[src/rtl/cra_pkg.sv]
// Shared CRA board definitions: CRAM address width, call-stack depth,
// the CRAM address type and the call-stack operation encoding.
package cra_pkg;

    localparam int unsigned CRA_ADR_W     = 11;
    localparam int unsigned CRA_STK_DEPTH = 16;

    typedef logic [CRA_ADR_W-1:0] cra_adr_t;

    typedef enum logic [2:0] {
        STK_IDLE,
        STK_PUSH,
        STK_POP,
        STK_SWAP,
        STK_CLR
    } stk_op_t;

endpackage

[src/rtl/cra_stk_ram.sv]
// Call-stack entry storage: DEPTH x W register file, one synchronous write
// port and one asynchronous read port. The array has no reset.
// Ports:
//   clk    in   write clock
//   we     in   write enable
//   waddr  in   write index
//   wdata  in   write data
//   raddr  in   read index
//   rdata  out  read data (combinational)
module cra_stk_ram #(
    parameter int unsigned DEPTH = 16,
    parameter int unsigned W     = 11,
    localparam int unsigned IW   = $clog2(DEPTH)
) (
    input  logic          clk,
    input  logic          we,
    input  logic [IW-1:0] waddr,
    input  logic [W-1:0]  wdata,
    input  logic [IW-1:0] raddr,
    output logic [W-1:0]  rdata
);

    logic [W-1:0] mem [DEPTH];

    always_ff @(posedge clk) begin
        if (we) begin
            mem[waddr] <= wdata;
        end
    end

    assign rdata = mem[raddr];

endmodule

[src/rtl/cra_call_stack.sv]
// Microcode subroutine return stack. CALL saves the current CRAM address,
// RETURN exposes the saved one; a simultaneous CALL+RETURN replaces the top.
// Pointer and flags saturate and are sticky; a diagnostic EBUS read returns
// {top, 0, perr, unf, ovf, count} and drives zero when not selected.
// Optional feature: define CRA_STK_PAR_EN to store and check odd parity per
// entry; otherwise cra_stk_perr_h and EBUS bit 7 are tied 0.
// Ports:
//   clk_cra_h        in   board clock
//   mr_reset_l       in   asynchronous active-low master reset
//   cra_call_h       in   push request
//   cra_ret_h        in   pop request
//   cra_adr_h        in   address saved on call
//   diag_stk_clr_l   in   synchronous clear of pointer and flags (active low)
//   diag_read_stk_l  in   EBUS drive enable (active low)
//   cra_stk_adr_h    out  top-of-stack address, 0 when empty
//   cra_stk_valid_h  out  stack non-empty
//   cra_stk_ovf_h    out  sticky overflow
//   cra_stk_unf_h    out  sticky underflow
//   cra_stk_perr_h   out  sticky parity error
//   ebus_stk_e_h     out  diagnostic read data
module cra_call_stack
    import cra_pkg::*;
#(
    parameter int unsigned DEPTH = CRA_STK_DEPTH,
    parameter int unsigned AW    = CRA_ADR_W
) (
    input  logic          clk_cra_h,
    input  logic          mr_reset_l,
    input  logic          cra_call_h,
    input  logic          cra_ret_h,
    input  logic [AW-1:0] cra_adr_h,
    input  logic          diag_stk_clr_l,
    input  logic          diag_read_stk_l,
    output logic [AW-1:0] cra_stk_adr_h,
    output logic          cra_stk_valid_h,
    output logic          cra_stk_ovf_h,
    output logic          cra_stk_unf_h,
    output logic          cra_stk_perr_h,
    output logic [19:0]   ebus_stk_e_h
);

    localparam int unsigned CW = $clog2(DEPTH + 1);
    localparam int unsigned IW = $clog2(DEPTH);
`ifdef CRA_STK_PAR_EN
    localparam int unsigned RW = AW + 1;
`else
    localparam int unsigned RW = AW;
`endif

    stk_op_t        op;
    logic [CW-1:0]  count_q, count_d, count_m1;
    logic           ovf_q, ovf_d, unf_q, unf_d;
    logic           perr;
    logic           we;
    logic [IW-1:0]  waddr;
    logic [RW-1:0]  wdata, rdata;
    logic [AW-1:0]  top;
    logic           non_empty;

    assign count_m1  = count_q - CW'(1);
    assign non_empty = (count_q != '0);

    always_comb begin
        op = STK_IDLE;
        if (!diag_stk_clr_l) begin
            op = STK_CLR;
        end else begin
            unique case ({cra_call_h, cra_ret_h})
                2'b10:   op = STK_PUSH;
                2'b01:   op = STK_POP;
                2'b11:   op = STK_SWAP;
                default: op = STK_IDLE;
            endcase
        end
    end

    always_comb begin
        count_d = count_q;
        ovf_d   = ovf_q;
        unf_d   = unf_q;
        we      = 1'b0;
        waddr   = count_q[IW-1:0];
        unique case (op)
            STK_CLR: begin
                count_d = '0;
                ovf_d   = 1'b0;
                unf_d   = 1'b0;
            end
            STK_PUSH: begin
                if (count_q < CW'(DEPTH)) begin
                    we      = 1'b1;
                    count_d = count_q + CW'(1);
                end else begin
                    ovf_d = 1'b1;
                end
            end
            STK_POP: begin
                if (non_empty) begin
                    count_d = count_m1;
                end else begin
                    unf_d = 1'b1;
                end
            end
            STK_SWAP: begin
                // Empty swap degenerates to a push into slot 0 without underflow.
                we = 1'b1;
                if (non_empty) begin
                    waddr = count_m1[IW-1:0];
                end else begin
                    count_d = CW'(1);
                end
            end
            default: ;
        endcase
    end

    always_ff @(posedge clk_cra_h or negedge mr_reset_l) begin
        if (!mr_reset_l) begin
            count_q <= '0;
            ovf_q   <= 1'b0;
            unf_q   <= 1'b0;
        end else begin
            count_q <= count_d;
            ovf_q   <= ovf_d;
            unf_q   <= unf_d;
        end
    end

`ifdef CRA_STK_PAR_EN
    logic perr_q, perr_d;

    // Odd parity: stored word (data + parity bit) must hold an odd number of ones.
    assign wdata = {~^cra_adr_h, cra_adr_h};

    always_comb begin
        perr_d = perr_q;
        if (op == STK_CLR) begin
            perr_d = 1'b0;
        end else if (non_empty && !(^rdata)) begin
            perr_d = 1'b1;
        end
    end

    always_ff @(posedge clk_cra_h or negedge mr_reset_l) begin
        if (!mr_reset_l) begin
            perr_q <= 1'b0;
        end else begin
            perr_q <= perr_d;
        end
    end

    assign perr = perr_q;
`else
    assign wdata = cra_adr_h;
    assign perr  = 1'b0;
`endif

    cra_stk_ram #(
        .DEPTH (DEPTH),
        .W     (RW)
    ) u_ram (
        .clk   (clk_cra_h),
        .we    (we),
        .waddr (waddr),
        .wdata (wdata),
        .raddr (count_m1[IW-1:0]),
        .rdata (rdata)
    );

    assign top             = non_empty ? rdata[AW-1:0] : '0;
    assign cra_stk_adr_h   = top;
    assign cra_stk_valid_h = non_empty;
    assign cra_stk_ovf_h   = ovf_q;
    assign cra_stk_unf_h   = unf_q;
    assign cra_stk_perr_h  = perr;

    always_comb begin
        ebus_stk_e_h = '0;
        if (!diag_read_stk_l) begin
            ebus_stk_e_h[4:0]  = 5'(count_q);
            ebus_stk_e_h[5]    = ovf_q;
            ebus_stk_e_h[6]    = unf_q;
            ebus_stk_e_h[7]    = perr;
            ebus_stk_e_h[19:9] = 11'(top);
        end
    end

endmodule

[config.mk]
export PLATFORM = sky130hd
export DESIGN_NAME = cra_call_stack
export DESIGN_NICKNAME = d
export VERILOG_FILES = /design/src/rtl/cra_pkg.sv /design/src/rtl/cra_stk_ram.sv /design/src/rtl/cra_call_stack.sv
export SDC_FILE = /design/constraint.sdc
export NUM_CORES = 1
export LEC_CHECK = 0
export ABC_AREA = 1
export CAP_MARGIN = 20
export CORE_MARGIN = 2
export CORE_UTILIZATION = 35
export CTS_CLUSTER_DIAMETER = 60
export DETAILED_ROUTE_END_ITERATION = 8
export MAX_ROUTING_LAYER = met4
export SYNTH_ARGS = -nofsm -noshare
export SYNTH_HDL_FRONTEND = slang
export SYNTH_SLANG_ARGS = --single-unit
[constraint.sdc]
create_clock -name clk_cra_h -period 3.1 [get_ports clk_cra_h]
set_input_delay 0.465 -clock clk_cra_h [delete_from_list [all_inputs] [get_ports clk_cra_h]]
set_output_delay 0.465 -clock clk_cra_h [all_outputs]
set_load 0.05 [all_outputs]
==> impl_metrics.tcl <==
set metrics [dict create \
    fin_crit_sh_pct 94.83 \
    ys_seq_area_share_pct 66.26 \
    mostFrequentLayoutCell "nand2_1" \
    tightest_slew_ns 0.7872 \
    vias 5861 \
    final_area_um2 10120 \
    rows 56 \
    ys.warnings.count 0 \
    path_delay_family "buffers and inverters" \
    grt.overflow.total 0 \
    chipHeight_um 157.4 \
    met2_length_um 10430 \
    drive_above_1_share_pct 15.20 \
    utilization_pct 43.52 \
    htreeDepth 4 \
    avgSynthCellArea_um2 10.06 \
    cts_buffer_depth 2 \
    post_drt_wl_per_cell_um 17.50 \
    cp.required_ns 2.63 \
    post_cts_buffers 0 \
    crit_path_end_kind "output port" \
    max_cap_violations 0 \
    crit_path_top_delay_cell "dfrtp_2" \
    grt_max_degree 100 \
    synth_cell_types 25 \
    area_growth_pct 22.87 \
    finalCriticalPeriod_ns 2.940 \
    totalWireLength_um 21240 \
    n_antenna_cell 0 \
    dieArea_um2 24790 \
    max_slew_margin_pct 47.36 \
    synth_area_leader_cell "edfxtp_1" \
    grt_pass1_vias 5601 \
    synthesis.area_um2 8240 \
    path_class "flip-flop to output port" \
    path_buf_inv 4 \
    grt_use_total_pct 18.15 \
    antenna_left 0 \
    io-pin-count 52 \
    cp_cell_sequence "inv_1 > ha_1 > inv_1 > nand2_1 > nand2_4 > buf_4 > nand3_1 > nand3_1 > a21oi_2 > buf_12" \
    dpl_cell_area_um2 9413 \
    cts_tree "yes" \
    fillers 2209 \
    final.setup.tns_ns 0 \
    rsz0062_at_grt "no" \
    grt_antenna_before_repair 0 \
    setup_viol 0 \
    max_stage_delay_ns 0.44 \
    grt_pass1_wl_um 32090 \
    dr.pass1.iters 6 \
    crit_arrival_ns 2.47 \
    met3_length_um 1205 \
    layout_common_cells "248 x nand2_1, 176 x edfxtp_1, 132 x nand3_1" \
    layout.nets 902 \
    yosys_register_bits 183 \
    worstSkewPairLatency_ns 0.44 \
    drc 0 \
    hold_viol_final 0 \
    dp_hpwl_um 13530 \
    synth_area_leaders "edfxtp_1 64%, nand2_1 11%, nand3_1 8.0%" \
    maxSlewViolCount 0 \
    topRoutingLayerUsed "met4" \
    clock_skew_ns 0.01024 \
    cp_num_cells 10 \
    globalplace.congestion 0.9193 \
    multi_input_area_um2 2302 \
    r2r_cells 11 \
    core_um2 23260 \
    outcome "complete, no violations" \
    drt-met1-wl_um 9144 \
    cp_max_fo 13 \
    drt_iter0_drc 591 \
    cts_sinks 183 \
    synth_top_area_share_pct 64.14 \
    initial_core_util_pct 35.42 \
    startpoint_type "flip-flop" \
    synth_cells 819 \
    dp_slack_ns 0.4188 \
    hold_path_class "input port to asynchronous set/reset pin" \
    fin_ws_ns 0.1603 \
    cts-root-buf "clkbuf_16" \
    vias_per_cell 4.828 \
    clk_pin_slew_ns 0.07 \
    fp.dieW_um 157.4 \
    fmax_mhz 340.2 \
    portBuffers 48 \
    cts_buffers 17 \
    final-seq-area_um2 5463 \
]
Yosys cell counts:
cell type,number
edfxtp_1,176
a32oi_1,1
nand2_1,248
nor2_1,70
a21oi_1,10
nand3_1,132
buf_1,2
dfrtp_1,7
nor2_8,1
buf_4,6
buf_6,1
o21ai_1,2
inv_1,84
clkbuf_1,8
inv_2,6
nand3_2,2
nor3_1,2
inv_4,1
o21ai_0,14
conb_1,1
buf_2,20
ha_1,3
nand2_2,6
or2_2,12
nor2_4,4
layer usage:
metal | track usage, % | vias up
li1 | - | 2833
met5 | - | -
met2 | 29.32 | 207
met4 | 6.926 | 0
met1 | 22.90 | 2788
met3 | 3.166 | 33
sequential cells by signal (all words and copies together) (netlist names):
name,flops
cra_stk_unf_h,1
count_q,5
u_ram.mem,176
cra_stk_ovf_h,1
final timing paths:
kind,slack [ns],from,end
max,0.16,count_q[1],ebus_stk_e_h[13]
min,0.30,mr_reset_l,cra_stk_unf_h
max reg2reg,0.63,count_q[1],u_ram.mem[14][4]
min reg2reg,0.55,cra_stk_unf_h,cra_stk_unf_h
max in group asynchronous,2.53,mr_reset_l,count_q[1]
min in group clk_cra_h,0.55,cra_stk_unf_h,cra_stk_unf_h
logic make-up after synthesis:
kind of cell | count (synthesis) | synth area share, %
buf+inv | 128 | 6.529
flops | 183 | 66.26
fa+ha+maj | 3 | 0.4556
other cells | 1 | 0.04551
simple gates | 477 | 25.02
compound gates | 27 | 1.685
worst register-to-register path: stages, from the launching register on:
cell and delay (ns):
dfrtp_2 0.44, inv_1 0.17, ha_1 0.24, nand2_2 0.09
nand2_4 0.16, nand2_1 0.10, nand2_1 0.06, nand2_1 0.09
inv_1 0.09, nand3_1 0.17, nor2_1 0.27, buf_4 0.29
stage by stage:
step,cells,hold WS [ns]
finish,1214,0.2981
floorplan,821,0.1694
global placement,1181,0.5407
global route,1214,0.3222
CTS,1213,0.2884
detailed placement,1181,0.5533
area by class of cell:
cell class                      instances  share of cell area [%]
Multi-Input combinational cell        510                   22.74
Clock inverter                         15                   1.940
Clock buffer                           17                   4.202
Inverter                               91                   3.423
Tap cell                              319                   3.942
Timing Repair Buffer                   79                   9.800
Sequential cell                       183                   53.95
repair_timing:
action                                  4_1_cts  5_1_grt
pin swaps                                     0        2
endpoints found under the setup margin        6       13
hold buffers                                  0        0
gates cloned                                  0        1
gates resized for setup                       6       10
Power is not shown: default switching activity piles up to over one toggle a cycle in this logic, so the estimate is an artifact.
